<file path="src/rtl/divider_pkg.sv">
// Shared widths, FSM state encoding and sign helper for the iterative divider.
package divider_pkg;

  localparam int DATA_BUS_WIDTH        = 32;
  localparam int DOUBLE_DATA_BUS_WIDTH = 2 * DATA_BUS_WIDTH;
  localparam int CNT_WIDTH             = 6;

  localparam logic [DATA_BUS_WIDTH-1:0] SIGNED_MIN = {1'b1, {(DATA_BUS_WIDTH-1){1'b0}}};
  localparam logic [DATA_BUS_WIDTH-1:0] ALL_ONES   = {DATA_BUS_WIDTH{1'b1}};
  localparam logic [CNT_WIDTH-1:0]      LAST_ITER  = CNT_WIDTH'(DATA_BUS_WIDTH - 1);

  typedef enum logic [1:0] {
    DIV_IDLE = 2'd0,
    DIV_DIV  = 2'd1,
    DIV_FIX  = 2'd2,
    DIV_DONE = 2'd3
  } div_state_t;

  function automatic logic [DATA_BUS_WIDTH-1:0] neg_if(
    input logic [DATA_BUS_WIDTH-1:0] x,
    input logic                      en
  );
    return en ? (~x + 1'b1) : x;
  endfunction

endpackage

</file>
<file path="src/rtl/divider_div_step.sv">
// One restoring-division iteration: shift in the next dividend bit and try to subtract the divisor.
module div_step
  import divider_pkg::*;
(
  input  logic [DATA_BUS_WIDTH:0]   i_rem,
  input  logic                      i_dvd_msb,
  input  logic [DATA_BUS_WIDTH-1:0] i_dvs,
  output logic [DATA_BUS_WIDTH:0]   o_rem,
  output logic                      o_q_bit
);

  logic [DATA_BUS_WIDTH:0]   w_shifted;
  logic [DATA_BUS_WIDTH+1:0] w_trial;

  // One extra bit on the subtraction so the borrow is visible as a sign bit.
  assign w_shifted = {i_rem[DATA_BUS_WIDTH-1:0], i_dvd_msb};
  assign w_trial   = {1'b0, w_shifted} - {2'b00, i_dvs};
  assign o_q_bit   = ~w_trial[DATA_BUS_WIDTH+1];
  assign o_rem     = o_q_bit ? w_trial[DATA_BUS_WIDTH:0] : w_shifted;

endmodule

</file>
<file path="src/rtl/divider.sv">
// Iterative 32-bit restoring divider: one quotient bit per cycle, {remainder, quotient} result.
module divider
  import divider_pkg::*;
(
  input  logic                             clk,
  input  logic                             rst,
  input  logic                             div_en,
  input  logic                             div_signed,
  input  logic                             cancel,
  input  logic [DATA_BUS_WIDTH-1:0]        op1,
  input  logic [DATA_BUS_WIDTH-1:0]        op2,
  output logic                             done,
  output logic [DOUBLE_DATA_BUS_WIDTH-1:0] result_div
);

  div_state_t                       r_state;
  logic [DATA_BUS_WIDTH:0]          r_rem;
  logic [DATA_BUS_WIDTH-1:0]        r_dvd;
  logic [DATA_BUS_WIDTH-1:0]        r_dvs;
  logic [DATA_BUS_WIDTH-1:0]        r_op1;
  logic [DATA_BUS_WIDTH-1:0]        r_op2;
  logic [CNT_WIDTH-1:0]             r_cnt;
  logic                             r_signed;
  logic                             r_q_neg;
  logic                             r_r_neg;
  logic                             r_done;
  logic [DOUBLE_DATA_BUS_WIDTH-1:0] r_result;

  logic [DATA_BUS_WIDTH:0]          w_rem_next;
  logic                             w_q_bit;
  logic [DATA_BUS_WIDTH-1:0]        w_quo;
  logic [DATA_BUS_WIDTH-1:0]        w_rmd;
  logic [DOUBLE_DATA_BUS_WIDTH-1:0] w_fix_result;

  div_step u_div_step (
    .i_rem     (r_rem),
    .i_dvd_msb (r_dvd[DATA_BUS_WIDTH-1]),
    .i_dvs     (r_dvs),
    .o_rem     (w_rem_next),
    .o_q_bit   (w_q_bit)
  );

  // r_dvd doubles as the quotient register: dividend bits shift out the top, quotient bits in the bottom.
  always_comb begin
    w_quo = neg_if(r_dvd, r_q_neg);
    w_rmd = neg_if(r_rem[DATA_BUS_WIDTH-1:0], r_r_neg);
    if (r_op2 == '0) begin
      w_fix_result = {r_op1, ALL_ONES};
    end else if (r_signed && (r_op1 == SIGNED_MIN) && (r_op2 == ALL_ONES)) begin
      w_fix_result = {{DATA_BUS_WIDTH{1'b0}}, SIGNED_MIN};
    end else begin
      w_fix_result = {w_rmd, w_quo};
    end
  end

  always_ff @(posedge clk) begin
    if (rst) begin
      r_state  <= DIV_IDLE;
      r_rem    <= '0;
      r_dvd    <= '0;
      r_dvs    <= '0;
      r_op1    <= '0;
      r_op2    <= '0;
      r_cnt    <= '0;
      r_signed <= 1'b0;
      r_q_neg  <= 1'b0;
      r_r_neg  <= 1'b0;
      r_done   <= 1'b0;
      r_result <= '0;
    end else if (cancel) begin
      r_state <= DIV_IDLE;
      r_done  <= 1'b0;
    end else begin
      unique case (r_state)
        DIV_IDLE: begin
          if (div_en) begin
            r_op1    <= op1;
            r_op2    <= op2;
            r_signed <= div_signed;
            r_dvd    <= neg_if(op1, div_signed & op1[DATA_BUS_WIDTH-1]);
            r_dvs    <= neg_if(op2, div_signed & op2[DATA_BUS_WIDTH-1]);
            r_q_neg  <= div_signed & (op1[DATA_BUS_WIDTH-1] ^ op2[DATA_BUS_WIDTH-1]);
            r_r_neg  <= div_signed & op1[DATA_BUS_WIDTH-1];
            r_rem    <= '0;
            r_cnt    <= '0;
            r_state  <= DIV_DIV;
          end
        end
        DIV_DIV: begin
          r_rem <= w_rem_next;
          r_dvd <= {r_dvd[DATA_BUS_WIDTH-2:0], w_q_bit};
          r_cnt <= r_cnt + 1'b1;
          if (r_cnt == LAST_ITER) begin
            r_state <= DIV_FIX;
          end
        end
        DIV_FIX: begin
          r_result <= w_fix_result;
          r_done   <= 1'b1;
          r_state  <= DIV_DONE;
        end
        DIV_DONE: begin
          if (!div_en) begin
            r_done  <= 1'b0;
            r_state <= DIV_IDLE;
          end
        end
        default: begin
          r_done  <= 1'b0;
          r_state <= DIV_IDLE;
        end
      endcase
    end
  end

  assign done       = r_done;
  assign result_div = r_result;

endmodule
</file>
<file path="config.mk">
export PLATFORM = sky130hd
export DESIGN_NAME = divider
export DESIGN_NICKNAME = d
export VERILOG_FILES = /design/src/rtl/divider_pkg.sv /design/src/rtl/divider_div_step.sv /design/src/rtl/divider.sv
export SDC_FILE = /design/constraint.sdc
export NUM_CORES = 1
export LEC_CHECK = 0
export BUFFER_PORTS_ARGS = -buffer_cell sky130_fd_sc_hd__buf_2
export CAP_MARGIN = 20
export CORE_MARGIN = 2
export CORE_UTILIZATION = 43
export CTS_CLUSTER_SIZE = 12
export DETAILED_ROUTE_END_ITERATION = 8
export GPL_TIMING_DRIVEN = 0
export PLACE_DENSITY_LB_ADDON = 0.15
export REMOVE_ABC_BUFFERS = 1
export SKIP_CTS_REPAIR_TIMING = 1
export SYNTH_ARGS = -nofsm -noshare
export SYNTH_HDL_FRONTEND = slang
export SYNTH_SLANG_ARGS = --single-unit
</file>
<file path="constraint.sdc">
create_clock -name clk -period 5.29 [get_ports clk]
set_clock_uncertainty 0.15 [all_clocks]
set_input_delay 0 -clock clk [delete_from_list [all_inputs] [get_ports clk]]
set_output_delay 0 -clock clk [all_outputs]
set_load 0.02 [all_outputs]
</file>
==> impl_metrics.csv, run 1 <==
group,metric,value,unit
layout,antenna_cells,0,
hold_path,hp-class,"input pin to flop",
clocking,cts.htree.levels,1,
critical_path,crit_type,"flop to flop",
placed_design,io_buffers,133,
synth,synth_common_cells,"nand2_1 (269), dfxtp_1 (235), a21oi_1 (191)",
placed_design,routabilityCongestion,0.908,
power,vdd_ir_drop_max,0.295,mV
run,cap_violations,0,
layout,area_growth_syn_to_layout,22.7,%
synth,syn_area,13600,sq um
floorplanning,initial_core_util,0.435,
layout,post-route-cell-area,16700,sq um
placed_design,placed_area,14700,sq um
floorplanning,ios,134,
global_route,grt_max_degree,130,
clocking,cts_tree,"yes",
synth,synth.distinct_cells,72,
critical_path,crit_path_max_fanout,21,
layout,multiInputGateArea,8370,sq um
route,vias,13151,
sta,min_period,3.85,ns
clocking,clkSlewWorstSetupHoldPaths,0.06,ns
power,powerDensity,276,nW/um^2
critical_path,reg2reg_from,"r_dvd[31]$_SDFFE_PP0P_",
power,clkPwrFrac,0.412,
route,drt-pass1-iter-count,5,
layout,nNetsFinal,2074,
floorplanning,core,31400,sq um
global_route,grt_use_total,0.231,
run_status,status,"finished, final reports clean",
synth,synth-main-ff-cell,"dfxtp_1",
placed_design,preCtsSetupSlack,1.44,ns
critical_path,critPathCaptureType,"flop",
route,drt_iter0_drc,787,
placed_design,hpwl,29.1,mm
clocking,clockRootBuffer,"clkbuf_16",
critical_path,cp-start-kind,"flop",
sta,setup_violations,0,
layout,drive_gt1_frac,0.115,
sta,finalHoldViolations,0,
sta,min_period_over_period,0.728,
power,seq_power_share,0.415,
route,postRouteAntennaNets,0,
synth,synth_top_area_frac,0.345,
route,wl_per_cell,16.8,um
global_route,use_met1,0.312,
critical_path,crit_path_start,"r_dvd[31]$_SDFFE_PP0P_",
synth,synth_most_common_cell,"nand2_1",
sta,whs,0.131,ns
layout,fillers,3026,
synth,yosys_warnings,0,
clocking,cts_buffers,28,
global_route,met3_usage,0.0295,
synth,ys_seq_elements,235,
floorplanning,die_height,182,um
route,viasPerCell,5.51,
critical_path,r2r_slack,1.44,ns
power,p_sw,1.31,mW
critical_path,worstPathArrival,4.16,ns
floorplanning,die_width,182,um
global_route,top_usage_layer,"met2",
sta,setup_slack,1.44,ns
synth,synth.largest_area_cell,"dfxtp_1",
route,drt-total-wl,40.1,mm
global_route,use_met2,0.387,
sta,clock.fmax,260,MHz
critical_path,critical_path_required,5.60,ns
route,drc,0,
clocking,clkSinkCount,235,
synth,synth_cells,1785,
floorplanning,die_area,33200,sq um
sta,max-slew-margin-rel,0.298,
global_route,antenna_found_initial,0,
global_route,overflow,0,
power,internal-power,3.32,mW
synth,seq_area_frac_synth,0.345,
synth,ys_top_cells_by_area,"dfxtp_1 (34%), nand2_1 (7.4%), a21oi_1 (7.0%), xnor2_1 (5.3%), o21ai_0 (4.5%)",
hold_path,min_from,"op1[29]",
global_route,grt_pass1_wl,62.9,mm
sta,worst_slew_pin_slew,1.05,ns
sta,final_max_slew_viol_count,0,
clocking,clock_path_buffers,3,
clocking,clk_latency,0.56,ns
floorplanning,core.rowCount,65,
power,power_frac_comb,0.172,
sta,grt_setup_unrepaired,"false",
power,switching_share,0.282,
power,power_leakage,6.56,nW
synth,async_flop_share,0,
layout,ff_latch_area,4700,sq um
synth,synth_edf_count,0,
global_route,grt_pass1_vias,11723,
synth,avgSynthCellArea,7.65,sq um
[power by group through the flow]
| stage | combinational, mW | sequential [mW] | clock, mW |
|---|---|---|---|
| after global placement | 0.703 | 1.95 | 0 |
| after CTS | 0.730 | 1.92 | 1.93 |
| final | 0.796 | 1.92 | 1.91 |
| after global routing | 0.888 | 1.93 | 2.00 |
| after detailed placement | 0.727 | 1.96 | 0 |
| after floorplan | 0.482 | 1.94 | 0 |
[worst max-delay path: stages, from the launching register on]
cell       delay, ns
dfxtp_1         0.31
inv_1           0.14
ha_1            0.26
nand2b_1        0.17
a21oi_1         0.27
o31ai_2         0.20
a2111oi_4       0.52
o31ai_1         0.21
a21oi_4         0.76
nand2_1         0.48
o21ai_0         0.29
[final timing paths]
| path | end | depth (start not counted) |
|---|---|---|
| worst max-delay path | r_rem[30]$_SDFFE_PP0P_ | 10 |
| worst min-delay path | r_op1[29]$_SDFFE_PP0P_ | 4 |
| worst max register to register | r_rem[30]$_SDFFE_PP0P_ | 10 |
| worst min register to register | r_dvs[26]$_SDFFE_PP0P_ | 2 |
[placed cells by master (no fill, tap or decap), drive strengths merged, types with 19 or more instances in the layout]
cell type,synthesis,routed
mux2i,24,24
nand2,270,270
dlygate4sd3,0,108
buf,16,148
clkbuf,92,43
a221oi,20,20
a21oi,193,193
nand3,22,22
nor4,29,29
nor3,77,77
inv,54,54
a211oi,25,25
nor2,165,165
dfxtp,235,235
xnor2,82,82
xor2,64,64
ha,41,41
o31ai,29,29
or3,19,19
nand4,26,26
o21ai,129,129
[kinds of logic (layout without fill, tap and decap cells)]
logic type | Yosys count | after routing | synth area share
AND/OR/NAND/NOR | 681 | 681 | 0.234
AO/OA/AOI/OAI | 495 | 495 | 0.225
flip-flops | 235 | 235 | 0.345
buffers and inverters | 162 | 360 | 0.0455
XOR/XNOR | 146 | 146 | 0.0937
adder cells (fa/ha/maj) | 42 | 42 | 0.0391
multiplexers | 24 | 24 | 0.0176
[layout make-up]
cell class | instances | area share
multi-input combinational | 1388 | 0.500
sequential | 235 | 0.281
timing repair buffer | 256 | 0.123
clock buffer | 43 | 0.0482
tap | 402 | 0.0300
inverter | 54 | 0.0121
clock inverter | 7 | 0.00575
[per-stage QoR]
stage	cells	util	total power, mW	TNS (ns)
final	2385	0.533	4.62	0
after global routing	2385	0.533	4.81	0
after CTS	2274	0.497	4.58	0
after detailed placement	2224	0.469	2.68	0
after global placement	2212	0.459	2.66	-420.63
after floorplan	1677	-	2.42	-45.62
[state kept, by name, indices dropped and copies added, names as in the netlist]
| name | flops |
|---|---|
| r_r_neg | 1 |
| done | 1 |
| r_cnt | 6 |
| result_div | 64 |
| r_rem | 32 |
| r_dvd | 32 |
| r_state | 2 |
| r_signed | 1 |
| r_q_neg | 1 |
| r_op1 | 32 |
| r_dvs | 32 |
| r_op2 | 31 |
[routing by layer]
layer	up-vias	share of wire
li1	6728	-
met1	6042	0.45
met2	329	0.47
met3	50	0.050
met4	2	0.024
met5	-	0.0014
Power figures use the tool's default switching activity.
==> inputs of run 2 (changes only) <==
==> constraint.sdc (replaced) <==
create_clock -name clk -period 3.7 [get_ports clk]
set_clock_uncertainty 0.15 [all_clocks]
set_input_delay 0 -clock clk [delete_from_list [all_inputs] [get_ports clk]]
set_output_delay 0 -clock clk [all_outputs]
set_load 0.02 [all_outputs]
==> run 2 against run 1 <==
  * Global-route usage did not move
  * Count of clock-buffer cells in the layout unchanged
  * Utilization up 0.11 points
  * Hold slack lost 0.0053 ns
  * Fmax up 4.7%
  * Flip-flop and latch count is the same
  * Critical path depth fell by 2
  * Sequential power rose by 43%
  * Largest cell class unchanged
==> impl_metrics.csv, run 2 (synthesis gave the netlist of run 1 again) <==
group,metric,value,unit
layout,final_common_cell,"nand2_1",
route,postRouteAntennaNets,0,
sta,setup_violations,0,
critical_path,worstPathArrival,3.95,ns
route,vias,13196,
power,power_leakage,6.57,nW
route,viasPerCell,5.53,
route,drt-total-wl,40.5,mm
sta,min_period,3.68,ns
clocking,clkSlewWorstSetupHoldPaths,0.06,ns
critical_path,crit_type,"flop to flop",
route,drt_iter0_drc,794,
critical_path,critPathCaptureType,"flop",
critical_path,cp.buffers_inverters,0,
placed_design,routabilityCongestion,0.908,
route,wl_per_cell,17.0,um
global_route,antenna_found_initial,0,
floorplanning,die_area,33200,sq um
route,drt-pass1-iter-count,5,
global_route,grt_use_total,0.231,
layout,nNetsFinal,2077,
critical_path,crit_path_cell_trace,"nor2_1 > nand3_1 > nor4_1 > nand4_1 > nor3_4 > nor2_2 > a221oi_1 > nor3_1",
layout,area_growth_syn_to_layout,23.0,%
route,drc,0,
critical_path,r2r_end,"result_div[46]$_SDFFE_PP0P_",
placed_design,hpwl,29.1,mm
placed_design,preCtsSetupSlack,-0.147,ns
critical_path,crit_path_max_fanout,17,
global_route,overflow,0,
clocking,clock_path_buffers,3,
sta,final_max_slew_viol_count,0,
sta,clock.fmax,272,MHz
critical_path,max_stage_delay,0.78,ns
floorplanning,core,31400,sq um
global_route,grt_pass1_vias,11723,
run,cap_violations,0,
floorplanning,initial_core_util,0.435,
clocking,cts.htree.levels,1,
critical_path,cp_slowest_cell,"nor4_1",
floorplanning,die_width,182,um
hold_path,min_path_cells,4,
sta,worst_slew_pin_slew,1.14,ns
sta,finalHoldViolations,0,
clocking,cts_buffers,28,
layout,final_util,0.535,
sta,setup_slack,0.0192,ns
run_status,status,"finished, final reports clean",
power,vdd_ir_drop_max,0.422,mV
layout,drive_gt1_frac,0.118,
critical_path,rr_worst_depth,8,
layout,final_cell_mix,"nand2_1 (269), dfxtp_1 (235), a21oi_1 (191), nor2_1 (159), buf_2 (132)",
sta,grt_setup_unrepaired,"false",
placed_design,dp.cells,2224,
layout,layout.cells.non_filler,2388,
clocking,clk_latency,0.56,ns
sta,max-slew-margin-rel,0.232,
clocking,cts_tree,"yes",
layout,antenna_cells,0,
critical_path,cp-start-kind,"flop",
floorplanning,core.rowCount,65,
floorplanning,ios,134,
hold_path,min_from,"op1[29]",
placed_design,io_buffers,133,
layout,largest_reg_flops,64,
critical_path,r2r_slack,0.02,ns
floorplanning,die_height,182,um
layout,fillers,3027,
power,powerDensity,394,nW/um^2
global_route,grt_pass1_wl,62.9,mm
sta,min_period_over_period,0.995,
clocking,clkSinkCount,235,
critical_path,reg2reg_from,"r_op1[6]$_SDFFE_PP0P_",
clocking,clockRootBuffer,"clkbuf_16",
hold_path,hp-class,"input pin to flop",
hold_path,hold_end,"r_op1[29]$_SDFFE_PP0P_",
critical_path,path_delay_family,"simple AND/OR/NAND/NOR gates",
critical_path,critical_path_required,3.97,ns
global_route,grt_max_degree,130,
[run 2: cell count changes in the layout (fill, tap and decap cells not counted)]
cell,change
a21oi_2,+1
o31ai_2,+1
o31ai_1,-1
nor4_1,-1
buf_4,+2
nor4_2,+1
[run 2: area by class of cell]
type                            count  area [sq um]  share of cell area
Sequential cell                   235          4700               0.280
Tap cell                          402           503              0.0300
Clock inverter                      7          96.3             0.00574
Inverter                           54           203              0.0121
Clock buffer                       43           807              0.0481
Multi-Input combinational cell   1389          8390               0.500
Timing Repair Buffer              258          2080               0.124
[run 2: layer usage]
metal	global-route usage	vias up	wire length, um
li1	-	6732	-
met2	0.387	345	19000
met3	0.0295	57	2040
met5	0.0133	-	51
met4	0.0600	2	1170
met1	0.312	6060	18300
[run 2: worst max path at each step]
stage	from	cells past startpoint	to
floorplan	r_state[0]$_SDFFE_PP0P_	8	r_cnt[5]$_SDFFE_PP0P_
global placement	r_state[0]$_SDFFE_PP0P_	7	r_dvd[31]$_SDFFE_PP0P_
detailed placement	r_rem[2]$_SDFFE_PP0P_	9	r_rem[26]$_SDFFE_PP0P_
CTS	r_dvd[31]$_SDFFE_PP0P_	10	r_rem[30]$_SDFFE_PP0P_
global route	r_rem[2]$_SDFFE_PP0P_	9	r_rem[20]$_SDFFE_PP0P_
finish	r_op1[6]$_SDFFE_PP0P_	8	result_div[46]$_SDFFE_PP0P_
[run 2: metrics by stage]
step | hold WS, ns | total power [mW] | instance area (sq um) | setup TNS (ns)
final | 0.125 | 6.61 | 16800 | 0
after global routing | 0.136 | 6.89 | 16800 | 0
after CTS | -0.448 | 6.55 | 15600 | -2.28
after detailed placement | 0.131 | 3.84 | 14700 | -1.80
after global placement | 0.122 | 3.80 | 14400 | -775.84
after floorplan | -0.0809 | 3.46 | 13200 | -235.69
[run 2: tightest hold or removal path: stages]
cell and delay [ns]:
dlygate4sd3_1 0.53, buf_2 0.15, nand2_1 0.05, a21oi_1 0.05
[run 2: power breakdown]
part	total, mW	internal [mW]	switching [mW]
Combinational	1.15	0.481	0.665
Clock	2.72	1.63	1.09
Sequential	2.74	2.63	0.114
